### config.mk
export PLATFORM = sky130hd
export DESIGN_NAME = fifo_flex
export DESIGN_NICKNAME = d
export VERILOG_FILES = /design/src/rtl/fifo_flex.sv
export SDC_FILE = /design/constraint.sdc
export NUM_CORES = 1
export LEC_CHECK = 0
export CORE_ASPECT_RATIO = 0.6
export CORE_MARGIN = 2
export CORE_UTILIZATION = 40
export DETAILED_ROUTE_END_ITERATION = 8
export PLACE_DENSITY_LB_ADDON = 0.2
export SETUP_SLACK_MARGIN = 0.5
export SYNTH_ARGS = -nofsm -noshare
export SYNTH_HDL_FRONTEND = slang
export SYNTH_SLANG_ARGS = --single-unit
### constraint.sdc
create_clock -name clk_i -period 5.27 [get_ports clk_i]
set_clock_uncertainty 0.2 [all_clocks]
set_input_delay 1.054 -clock clk_i [delete_from_list [all_inputs] [get_ports clk_i]]
set_output_delay 1.054 -clock clk_i [all_outputs]
set_load 0.05 [all_outputs]
### src/rtl/fifo_flex.sv
// fifo_flex: synchronous FIFO with level/almost flags, sticky error flags and optional FWFT read port
// Macro FIFO_FLEX_FWFT_EN selects first-word-fall-through; undefined gives registered reads (latency 1).
// Ports: clk_i clock, rst_i async active-low reset, clear_i sync flush,
//   wr_en/data_i write side, rd_en/data_o/valid_o read side,
//   full_o/empty_o/almost_full_o/almost_empty_o/level_o status,
//   overflow_o/underflow_o sticky errors (write while full / read while empty).
module fifo_flex #(
  parameter int WIDTH     = 32,
  parameter int DEPTH     = 16,
  parameter int AF_THRESH = DEPTH - 2,
  parameter int AE_THRESH = 2
) (
  input  logic                     clk_i,
  input  logic                     rst_i,
  input  logic                     clear_i,
  input  logic                     wr_en,
  input  logic [WIDTH-1:0]         data_i,
  input  logic                     rd_en,
  output logic [WIDTH-1:0]         data_o,
  output logic                     valid_o,
  output logic                     full_o,
  output logic                     empty_o,
  output logic                     almost_full_o,
  output logic                     almost_empty_o,
  output logic [$clog2(DEPTH):0]   level_o,
  output logic                     overflow_o,
  output logic                     underflow_o
);
  localparam int AW = $clog2(DEPTH);
  localparam int LW = AW + 1;
  logic [WIDTH-1:0] mem [DEPTH];
  logic [AW-1:0] wr_ptr, rd_ptr;
  logic wr_ok, rd_ok;
  assign full_o         = level_o == LW'(DEPTH);
  assign empty_o        = level_o == '0;
  assign almost_full_o  = level_o >= LW'(AF_THRESH);
  assign almost_empty_o = level_o <= LW'(AE_THRESH);
  // clear overrides both requests; acceptance uses the pre-edge flags
  assign wr_ok = wr_en && !full_o && !clear_i;
  assign rd_ok = rd_en && !empty_o && !clear_i;
  always_ff @(posedge clk_i)
    if (wr_ok) mem[wr_ptr] <= data_i;
  // pointers wrap naturally since DEPTH is a power of two
  always_ff @(posedge clk_i or negedge rst_i)
    if (!rst_i) begin
      wr_ptr      <= '0;
      rd_ptr      <= '0;
      level_o     <= '0;
      overflow_o  <= 1'b0;
      underflow_o <= 1'b0;
    end else if (clear_i) begin
      wr_ptr      <= '0;
      rd_ptr      <= '0;
      level_o     <= '0;
      overflow_o  <= 1'b0;
      underflow_o <= 1'b0;
    end else begin
      wr_ptr      <= wr_ptr + AW'(wr_ok);
      rd_ptr      <= rd_ptr + AW'(rd_ok);
      level_o     <= level_o + LW'(wr_ok) - LW'(rd_ok);
      overflow_o  <= overflow_o | (wr_en & full_o);
      underflow_o <= underflow_o | (rd_en & empty_o);
    end
`ifdef FIFO_FLEX_FWFT_EN
  // head entry is visible as soon as the FIFO holds anything; zero while empty
  assign valid_o = !empty_o;
  assign data_o  = empty_o ? '0 : mem[rd_ptr];
`else
  always_ff @(posedge clk_i or negedge rst_i)
    if (!rst_i) begin
      data_o  <= '0;
      valid_o <= 1'b0;
    end else if (clear_i) begin
      valid_o <= 1'b0;
    end else begin
      valid_o <= rd_ok;
      if (rd_ok) data_o <= mem[rd_ptr];
    end
`endif
endmodule

== After elaboration in Yosys (flattened, before gate mapping) ==
Memory sizes are Yosys's and may differ from the RTL's. A register that Yosys moved wholly into a read port is not among the register bits.
Index checks and enable logic that the tools add are counted.
Word-level totals
  input bits: 37
  RAM bits: 512
  memories kept: 1
  output and inout bits: 44
  register bits after elaboration: 16
  word-level logic and storage cells: 37
Memories
  mem: words 16, width 32, read ports 1, clocked after memory_dff 1, write ports 1, RTL line 31  | logic [WIDTH-1:0] mem [DEPTH];
Cells by class
  $add $sub $neg: 4
  reductions and logical operators: 10
  $lt $le $gt $ge: 2
  bitwise operators: 5
  equal/unequal tests: 1
  multiplexer cells: 8
Operators by type and width (number)
  $add A4 B1 Y4: 2
  $mux W4: 2
  $add A5 B1 Y5: 1
  $eq A5 B5 Y1 const B: 1
  $ge A5 B4 Y1 const B: 1
  $le A5 B2 Y1 const B: 1
  $logic_not A5 Y1: 1
  $mux W1: 5
  $mux W5: 1
  $sub A5 B1 Y5: 1
  $logic_and A1 B1 Y1: 4
  $logic_not A1 Y1: 4
  $and A1 B1 Y1: 2
  $or A1 B1 Y1: 2
  $reduce_and A2 Y1: 1
  $not A1 Y1: 1

== Logic depth before layout (Yosys ltp) ==
  word-level depth: 7
  gate-level depth with buffers: 16
  mapped depth without buffers: 14

== Worst setup path after synthesis ==
OpenSTA, ideal clock, no wires.
  kind: flip-flop to flip-flop
  start: register level_o[2]
  end: memory mem[0][0] (enable)
  data required time: 4609 ps
  clock period less this slack: 5037 ps
  stages on the path, launching flop included: 7
  library setup time: 461 ps
  data arrival time: 4376 ps
  buffers on the path: 0
  slack: 233 ps
  cell sequence: dfrtp_1 -> inv_1 -> ha_1 -> and4bb_2 -> or3b_4 -> or3_4 -> nor3_1
Between the ends
  cells in the longest elaborated chain, start to end: 6
RTL lines
  start: declaration: RTL line 25  | output logic [$clog2(DEPTH):0] level_o,
  start signal: assignment: RTL line 60  | level_o <= level_o + LW'(wr_ok) - LW'(rd_ok);
  $eq A5 B5 Y1: RTL line 34  | assign full_o = level_o == LW'(DEPTH);
  net full_o: RTL line 21  | output logic full_o,
  $logic_not A1 Y1: RTL line 39  | assign wr_ok = wr_en && !full_o && !clear_i;
  $logic_and A1 B1 Y1 (2 in series): RTL line 39
  $mux W1: RTL line 42  | if (wr_ok) mem[wr_ptr] <= data_i;
  $mux W1 (not written as such): RTL line 42
  end: declaration: RTL line 31
The timed path passes the listed nets, and every way through them passes these cells.

== Worst setup path in the final report ==
  start: register level_o[2]
  end: output empty_o
Between the ends
  cells in the longest elaborated chain, start to end: 1
RTL lines
  $logic_not A5 Y1: RTL line 35  | assign empty_o = level_o == '0;
  end: declaration: RTL line 22  | output logic empty_o,
Every way passes these cells.

==> out/metrics.yaml <==
path_class: "flip-flop to output pin"
cts_buffer_depth: 3
cts_buffers: 51
avgSynthCellArea_sq_um: 19.4
swShare_pct: 28.2
synth-seq-cells: 560
netSwitchingPower_mw: 3.06
place_area_sq_um: 23400
first_pass_iters: 5
wirelength_mm: 50.5
die_w_microns: 303
hold_class: "flip-flop to flip-flop"
reg2reg_slack_ns: 1.70
vias: 10802
ys_warn_count: 0
num_io_pins: 81
ys.flop_type: "edfxtp_1"
maxCapViolCount: 0
drive_gt1_share_pct: 16.6
syn2layout_area_growth_pct: 16.5
synth.largest_area_cell: "edfxtp_1"
die-area_sq_um: 55600
fin_area_sq_um: 25000
synth_top_family_by_area: "multiplexers"
setup_viol: 0
p_int_mw: 7.80
htreeDepth: 2
pwr-share-seq_pct: 48.2
gp_congestion: 0.752
rsz0062_at_grt: "false"
required_ns: 4.02
synthMuxAreaShare_pct: 12.7
vias_per_cell: 5.52
worst_pin_slew_ns: 1.27
fmax_mhz: 235
synth_xor_area_share_pct: 0.285
rows: 65
slew_violations: 0
crit_path_start: "level_o[2]$_DFF_PN0_"
drtAntennaViolNets: 0
grt_pass1_wl_mm: 75.2
period_needed_ns: 4.25
r2r-end: "level_o[4]$_DFF_PN0_"
grt_pass1_vias: 10746
pwr-share-comb_pct: 19.0
hpwl_mm: 29.6
synthTopCellsByCount: "edfxtp_1, mux2i_1, a22oi_1"
synthAdderAreaFrac_pct: 0.967
grt_max_degree: 53
r2r-start: "level_o[2]$_DFF_PN0_"
numPortBuffers: 80
start_util_pct: 40.7
synth_nets: 1158
p_clk_share_pct: 32.8
leakage_nw: 7.92
hold_buffers: 0
layout.nets: 1267
peakVddDrop_mv: 0.244
fin_cells: 1958
clock_sinks: 560
clockRootBuffer: "clkbuf_16"
drt_iter0_markers: 968
synth-compound-area-share_pct: 3.67
period_share_pct: 80.7
synth_cell_types: 35
cts_tree: "yes"
groute.usage.overall_pct: 18.6
start_kind: "flip-flop"
fp.coreArea_sq_um: 52800
n_antenna_cell: 0
synth_top_area_share_pct: 71.6
antenna_found_initial: 0
power.density_nw_per_um2: 434
relSlewSlack_pct: 15.5
gr-total-overflow: 0
setup_tns_ns: 0
end_kind: "output pin"
syn-cell-area_sq_um: 21500
synth-simple-area-share_pct: 3.61
seq_area_frac_synth_pct: 77.2
status: "complete, no violations"
final_hold_viol_count: 0
die-height_microns: 183
clkLatencyLatePin_ns: 0.57
yosysMostFrequentCell: "edfxtp_1"
synthArstFlopShare_pct: 8.57
post_cts_resized: 0
syn_inst: 1105
worstPathArrival_ns: 3.00
synth_edf_count: 512
drc: 0
worstPathMaxFanout: 9
hold_depth: 2
path_clk_slew_ns: 0.06
postCtsSetupBuffers: 0
wire_per_inst_microns: 25.8
synthTopCellsByArea: "edfxtp_1, mux4_2, mux2i_1"
r2r_cells: 14
dp_cells: 1864
crit_end: "empty_o"
[layout by cell type, fill, tap and decap left out, types with 4 or more instances in the layout]
cell             netlist  final
nor2b_1                8      6
nor2_1                23     10
clkbuf_1              24     12
edfxtp_1             512    512
nor3_4                 0      4
clkbuf_16              0     52
a22oi_1               80     80
mux2i_1              128    128
nand3_1               50     50
ha_1                  15     15
buf_12                 0      9
nand2_1               52     52
clkdlybuf4s50_1        0     79
buf_4                 16     26
dfrtp_1               48     46
mux4_2                64     64
clkinv_1               0      7
clkbuf_8               0      4
inv_1                 12     12
xnor2_1                6      6
a21oi_1                5      5
clkinv_2               0     12
a32oi_1               16     16
nor2_4                 0     13
[metal layers]
layer,vias up,part of all wire [%],GRT usage [%]
met2,354,41,25.3
met3,56,6.1,3.12
met1,5712,51,31.1
met4,0,1.2,3.15
li1,4680,-,-
met5,-,0,0
[power groups by stage]
stage / clock network (mW) / logic, mW / registers, mW
2_1_floorplan: 0 / 0.988 / 5.69
3_3_place_gp: 0 / 2.07 / 5.35
3_5_place_dp: 0 / 2.08 / 5.34
4_1_cts: 3.64 / 2.08 / 5.25
5_1_grt: 3.81 / 2.21 / 5.27
6_report: 3.56 / 2.06 / 5.24
[cell families (layout without fill, tap and decap cells)]
kind of cell    after synthesis  after routing
compound gates              104            104
xor+xnor                      7              7
fa+ha+maj                    16             16
buf+inv                      71            221
flops                       560            560
mux                         192            192
simple gates                155            155
[area by class of cell]
cell class	count	area (sq um)
Clock buffer	68	1400
Multi-Input combinational cell	474	4750
Tap cell	703	880
Inverter	12	45.0
Timing Repair Buffer	115	1170
Sequential cell	560	16600
Fill cell	4378	27800
Clock inverter	26	196
[through the flow]
| step | setup slack, ns | hold WS [ns] | power [mW] | utilization (%) |
|---|---|---|---|---|
| floorplan | 1.10 | 0.383 | 6.68 | - |
| global placement | 0.910 | 0.277 | 7.42 | 44.4 |
| detailed placement | 0.893 | 0.286 | 7.42 | 44.4 |
| CTS | 0.992 | 0.300 | 11.0 | 47.4 |
| global route | 0.896 | 0.325 | 11.3 | 47.4 |
| finish | 1.02 | 0.288 | 10.9 | 47.4 |
[sequential cells by signal, indices dropped and copies added (netlist names)]
register and count:
mem 512, data_o 32, overflow_o 1, valid_o 1, rd_ptr 4, underflow_o 1, level_o 5, wr_ptr 4
[critical path: stages (launching register included)]
cell and delay, ns:
dfrtp_1 0.44, inv_1 0.12, ha_1 0.18, nor4b_4 0.74, clkdlybuf4s50_1 0.96
[how the worst min path moves through the flow]
stage | from | endpoint | slack [ns]
6_report | data_o[6]$_DFFE_PN0P_ | data_o[6]$_DFFE_PN0P_ | 0.29
5_1_grt | data_o[27]$_DFFE_PN0P_ | data_o[27]$_DFFE_PN0P_ | 0.33
4_1_cts | data_o[6]$_DFFE_PN0P_ | data_o[6]$_DFFE_PN0P_ | 0.30
3_5_place_dp | data_o[6]$_DFFE_PN0P_ | data_o[6]$_DFFE_PN0P_ | 0.29
3_3_place_gp | data_o[4]$_DFFE_PN0P_ | data_o[4]$_DFFE_PN0P_ | 0.28
2_1_floorplan | rd_ptr[0]$_DFF_PN0_ | rd_ptr[0]$_DFF_PN0_ | 0.38
No activity file was read; power rests on OpenSTA's default activity.
